`config.mk`:
```
export PLATFORM = sky130hd
export DESIGN_NAME = cache_ctrl_counters
export DESIGN_NICKNAME = d
export VERILOG_FILES = /design/src/rtl/cache_ctrl_counters.sv
export SDC_FILE = /design/constraint.sdc
export NUM_CORES = 1
export LEC_CHECK = 0
export ABC_AREA = 1
export BUFFER_PORTS_ARGS = -buffer_cell sky130_fd_sc_hd__buf_2
export CELL_PAD_IN_SITES_DETAIL_PLACEMENT = 1
export CELL_PAD_IN_SITES_GLOBAL_PLACEMENT = 2
export CORE_MARGIN = 2
export CORE_UTILIZATION = 17
export DETAILED_ROUTE_END_ITERATION = 16
export PLACE_DENSITY = 0.89
export SLEW_MARGIN = 20
export SYNTH_ARGS = -nofsm -noshare
export SYNTH_HDL_FRONTEND = slang
export SYNTH_SLANG_ARGS = --single-unit
export TNS_END_PERCENT = 10
```
`constraint.sdc`:
```
create_clock -name clk -period 2.2 [get_ports clk]
set_input_delay 0.44 -clock clk [delete_from_list [all_inputs] [get_ports clk]]
set_output_delay 0.44 -clock clk [all_outputs]
set_load 0.1 [all_outputs]
```
`src/rtl/cache_ctrl_counters.sv`:
```
// Datapath helpers for the RAID5 cache controller: an 11-bit block-number
// counter, an 8-bit programmable cache word counter with rollover and
// half-way flags, and a six-way 32-bit selector for cache write data.

// Generic rollover counter. It counts 1..rollover_val and then wraps to 1.
// The rollover flag is registered and tracks whether the count just written
// equals the terminal value.
module cache_ctrl_rollover_counter #(
  parameter int WIDTH = 8
) (
  input  logic             clk,
  input  logic             n_rst,
  input  logic             clear,
  input  logic             count_enable,
  input  logic [WIDTH-1:0] rollover_val,
  output logic [WIDTH-1:0] count_out,
  output logic             rollover_flag
);

  logic [WIDTH-1:0] next_count;
  logic             next_flag;

  // Next count for an enabled cycle. A zero terminal value parks the counter
  // at zero. A count at or above the terminal value wraps to 1, which also
  // covers the terminal value being lowered while the count is in flight.
  always_comb begin
    next_count = count_out;
    next_flag  = rollover_flag;
    if (rollover_val == '0) begin
      next_count = '0;
      next_flag  = 1'b0;
    end else if (count_out < rollover_val) begin
      next_count = count_out + 1'b1;
      next_flag  = (next_count == rollover_val);
    end else begin
      next_count = {{(WIDTH-1){1'b0}}, 1'b1};
      next_flag  = (next_count == rollover_val);
    end
  end

  // Count and flag registers. Clear wins over enable. With neither asserted,
  // both hold, so the flag is not re-evaluated when the terminal value moves.
  always_ff @(posedge clk or negedge n_rst) begin
    if (!n_rst) begin
      count_out     <= '0;
      rollover_flag <= 1'b0;
    end else if (clear) begin
      count_out     <= '0;
      rollover_flag <= 1'b0;
    end else if (count_enable) begin
      count_out     <= next_count;
      rollover_flag <= next_flag;
    end
  end

endmodule

module cache_ctrl_counters (
  input  logic        clk,
  input  logic        n_rst,
  input  logic        blk_cnt_enable,
  input  logic        blk_clear,
  output logic [10:0] blk_count_out,
  output logic        blk_rollover_flag,
  input  logic        cache_cnt_enable,
  input  logic        cache_clear,
  input  logic [7:0]  cache_rollover_val,
  output logic [7:0]  cache_count_out,
  output logic        cache_rollover_flag,
  output logic        cache_dump_half,
  input  logic [31:0] ahb_data,
  input  logic [31:0] sram1_data,
  input  logic [31:0] sram2_data,
  input  logic [31:0] sd1_data,
  input  logic [31:0] sd2_data,
  input  logic [31:0] sd3_data,
  input  logic [2:0]  select_out,
  output logic [31:0] output_data
);

  localparam logic [10:0] BLK_ROLLOVER_VAL = 11'd2047;

  cache_ctrl_rollover_counter #(.WIDTH(11)) u_blk_counter (
    .clk           (clk),
    .n_rst         (n_rst),
    .clear         (blk_clear),
    .count_enable  (blk_cnt_enable),
    .rollover_val  (BLK_ROLLOVER_VAL),
    .count_out     (blk_count_out),
    .rollover_flag (blk_rollover_flag)
  );

  cache_ctrl_rollover_counter #(.WIDTH(8)) u_cache_counter (
    .clk           (clk),
    .n_rst         (n_rst),
    .clear         (cache_clear),
    .count_enable  (cache_cnt_enable),
    .rollover_val  (cache_rollover_val),
    .count_out     (cache_count_out),
    .rollover_flag (cache_rollover_flag)
  );

  // Half-way flag uses the live terminal value so the cache dump logic sees
  // a change of rollover value immediately; a zero count never reports half.
  assign cache_dump_half = (cache_count_out != 8'd0) &&
                           (cache_count_out >= (cache_rollover_val >> 1));

  // Cache write-data selector; unused codes drive zeros.
  always_comb begin
    output_data = 32'h0;
    case (select_out)
      3'd0:    output_data = ahb_data;
      3'd1:    output_data = sram1_data;
      3'd2:    output_data = sram2_data;
      3'd3:    output_data = sd1_data;
      3'd4:    output_data = sd2_data;
      3'd5:    output_data = sd3_data;
      default: output_data = 32'h0;
    endcase
  end

endmodule

```
==> summary.json <==
{
  "final-hold-violation-count": 0,
  "synthesis.yosys.warnings": 0,
  "combinational_share_of_power_pct": 65.8,
  "grt.overflow.total": 0,
  "synth_compound_area_share_pct": 24.0,
  "synth.net_count": 750,
  "worst_tran_pin_value_ps": 513,
  "fmaxAchievable_mhz": 422,
  "pin_count_of_the_biggest_net_entering_global_routing": 24,
  "largest_family_of_logic_cells_by_synthesized_area": "simple AND/OR/NAND/NOR gates",
  "period_share_pct": 108,
  "clkSinkCount": 21,
  "worstSetupEndpointType": "output port",
  "path_clk_slew_ps": 60,
  "post-route-drc-count": 0,
  "layout-drive-gt1-share_pct": 44.1,
  "min_path_type": "input pin to async pin",
  "cts_made_buffers": 3,
  "timing.hold.ws_ps": 148,
  "setup_viol": 1,
  "cts_tree": "done",
  "drt_pass1_iterations": 4,
  "switching_part_of_the_total_pct": 47.7,
  "status": "complete, but fails checks",
  "dp.final_hpwl_um": 14100,
  "final.fill_count": 2326,
  "finish.cell_count_without_fillers": 1049,
  "num_vias": 4712,
  "final_period_minus_worst_setup_slack_ps": 2370,
  "post_synth_num_cell_types": 35,
  "area_growth_syn_to_layout_pct": 89.1,
  "final_area_um2": 5930,
  "synthMuxAreaShare_pct": 0,
  "place_worst_setup_slack_ps": -81.1,
  "arrival_ps": 1930,
  "routed_wl_um": 16800,
  "p_int_mw": 1.24,
  "fp.dieH_um": 140,
  "layout_commonest_cell": "buf_2",
  "cp-startpoint": "u_cache_counter.count_out[0]",
  "syn-mean-instance-area_um2": 5.99,
  "post_synth_simple_gate_area_pct": 33.1,
  "nNetsFinal": 1046,
  "power-per-cell-area_nw_per_um2": 398,
  "cts.root.buffer_cell": "clkbuf_16",
  "placeableCoreArea_um2": 18000,
  "wire_length_of_the_first_global_routing_pass_um": 25900,
  "worstPathMaxFanout": 2,
  "drt-wirelength-per-cell_um": 16.0,
  "violations": "setup timing",
  "synth_ff_type": "dfrtp_1",
  "seqPwrFrac_pct": 17.5,
  "crit_type": "flop to output port",
  "antenna_found_initial": 3,
  "netSwitchingPower_mw": 1.13,
  "clock_power_share_pct": 16.7,
  "synth-adder-area-share_pct": 7.19,
  "timing.slew.headroom_pct": 65.8,
  "syn-instance-count": 523,
  "pnr_worst_setup_slack_ps": -169,
  "hold_buffers": 0,
  "chipWidth_um": 140,
  "grtUsageTotal_pct": 16.3,
  "port_buffers": 262,
  "cts-htree-levels": 1,
  "drtIter0Drc": 136,
  "dpl-instance-area_um2": 5690,
  "yosys_reg_bits": 21,
  "worst_voltage_drop_across_the_vdd_grid_mv": 0.190,
  "netlist_area_um2": 3130,
  "critPathRequiredTime_ps": 1760,
  "yosys.area_share.xor_xnor_pct": 2.51,
  "worstReg2RegStart": "u_cache_counter.count_out[1]",
  "rows": 49,
  "finClkSkew_ps": 2.98,
  "synth_enable_flop_cells": 0,
  "cts.path.max_buffers": 2,
  "source_to_sink_clock_delay_at_the_later_pin_of_the_worst_skew_pair_ps": 260,
  "synth_sequential_area_ratio_pct": 16.8,
  "vias_per_cell": 4.49,
  "initial_utilization_pct": 17.4,
  "ant_nets": 0,
  "num_io_pins": 263,
  "postSynth.asyncResetShare_pct": 100,
  "drv_cap": 0,
  "die_area_um2": 19500,
  "globalplace.congestion": 0.921,
  "place.detailed.instances": 1041,
  "timing.critical_path.from_type": "flop",
  "power.leakage_nw": 3.32,
  "setup_total_neg_slack_ps": -169,
  "max_transition_viols_final": 0,
  "first_global_vias": 4881,
  "rsz0062_at_grt": "true",
  "most-common-layout-cells": "buf_2 (226), nand2_1 (125), inv_1 (100)"
}
==> routing by layer <==
metal	track usage (%)	vias to the layer above	share of wire (%)
met1	20.3	2196	44
met3	2.24	25	4.0
li1	-	2351	-
met2	29.9	138	50
met4	3.53	2	2.0
met5	0	-	0.065
==> final cells by class <==
class / count / area [um2] / area share [%]
antenna: 2 / 5.00 / 0.0844
clock buffer: 3 / 75.1 / 1.27
clock inverter: 1 / 5.00 / 0.0844
inverter: 107 / 427 / 7.20
multi-input combinational: 371 / 2240 / 37.8
sequential: 21 / 539 / 9.10
tap: 229 / 287 / 4.83
timing repair buffer: 315 / 2350 / 39.6
==> flip-flops by register name, summed over array words and instances (netlist names) <==
name	count
u_blk_counter.rollover_flag	1
u_cache_counter.count_out	8
u_blk_counter.count_out	11
u_cache_counter.rollover_flag	1
==> Yosys cell counts (2+ instances only) <==
library cell  instances  share of area [%]
inv_1               104                 12
nor3_2                3               0.96
a21boi_0              2               0.48
dfrtp_1              21                 17
xor2_1                8                2.2
o2111ai_1             2               0.56
a211o_1              12                3.4
nand3_1              45                7.2
nand4_1              15                3.0
nor3_1                4               0.64
o221ai_1             12                3.4
clkbuf_1              8               0.96
o22ai_1              16                3.2
a22oi_1               4               0.96
a211oi_1              2               0.48
a311oi_1              5                1.4
o21ai_0              25                4.0
o2111a_1              2               0.72
a32o_1               10                3.2
nand2_1             129                 15
inv_2                 2               0.24
buf_2                15                2.4
or3_1                 3               0.60
nor2_1               39                4.7
ha_1                 18                7.2
a21oi_1               7                1.1
a2111o_1              2               0.72
==> worst paths after layout <==
check,endpoint,slack [ps],depth (start not counted)
max,cache_dump_half,-170,11
max reg2reg,u_cache_counter.rollover_flag,160,15
min in group clk,u_cache_counter.rollover_flag,480,4
min reg2reg,u_cache_counter.rollover_flag,490,2
max in group asynchronous,u_cache_counter.count_out[0],1660,1
min,u_blk_counter.count_out[8],150,1
==> what timing repair did <==
item | CTS | global route
setup buffers | 1 | 0
pin swaps | 7 | 9
setup endpoints to repair | 16 | 28
gates cloned | 0 | 1
resized for setup | 7 | 24
==> power by group through the flow <==
| stage | clock network [mW] | logic, mW | registers, mW |
|---|---|---|---|
| finish | 0.395 | 1.55 | 0.412 |
| global route | 0.415 | 1.64 | 0.415 |
| CTS | 0.408 | 1.54 | 0.412 |
| detailed placement | 0 | 1.52 | 0.419 |
| global placement | 0 | 1.51 | 0.419 |
| floorplan | 0 | 0.778 | 0.493 |
==> kinds of logic after synthesis <==
family	count (synthesis)
xor gates and xnor gates	9
adders and majority gates	18
buffers and inverters	131
AOI/OAI and AO/OA	103
and+or+nand+nor	241
DFF	21
==> critical path: stages (launching register included) <==
cell and delay, ps:
dfrtp_4 490, inv_4 70, ha_4 190, o21ai_2 110, a21boi_1 70, o21ai_1 110, nand2_1 70, nand2_1 50
a21boi_1 50, o21ai_1 110, bufinv_8 190, buf_12 150
==> stage by stage <==
step | total power, mW | utilization, %
detailed placement | 1.94 | 31.6
global route | 2.47 | 32.9
floorplan | 1.27 | -
finish | 2.36 | 32.9
global placement | 1.93 | 31.6
CTS | 2.36 | 32.3
No activity file was read; power rests on OpenSTA's default activity.
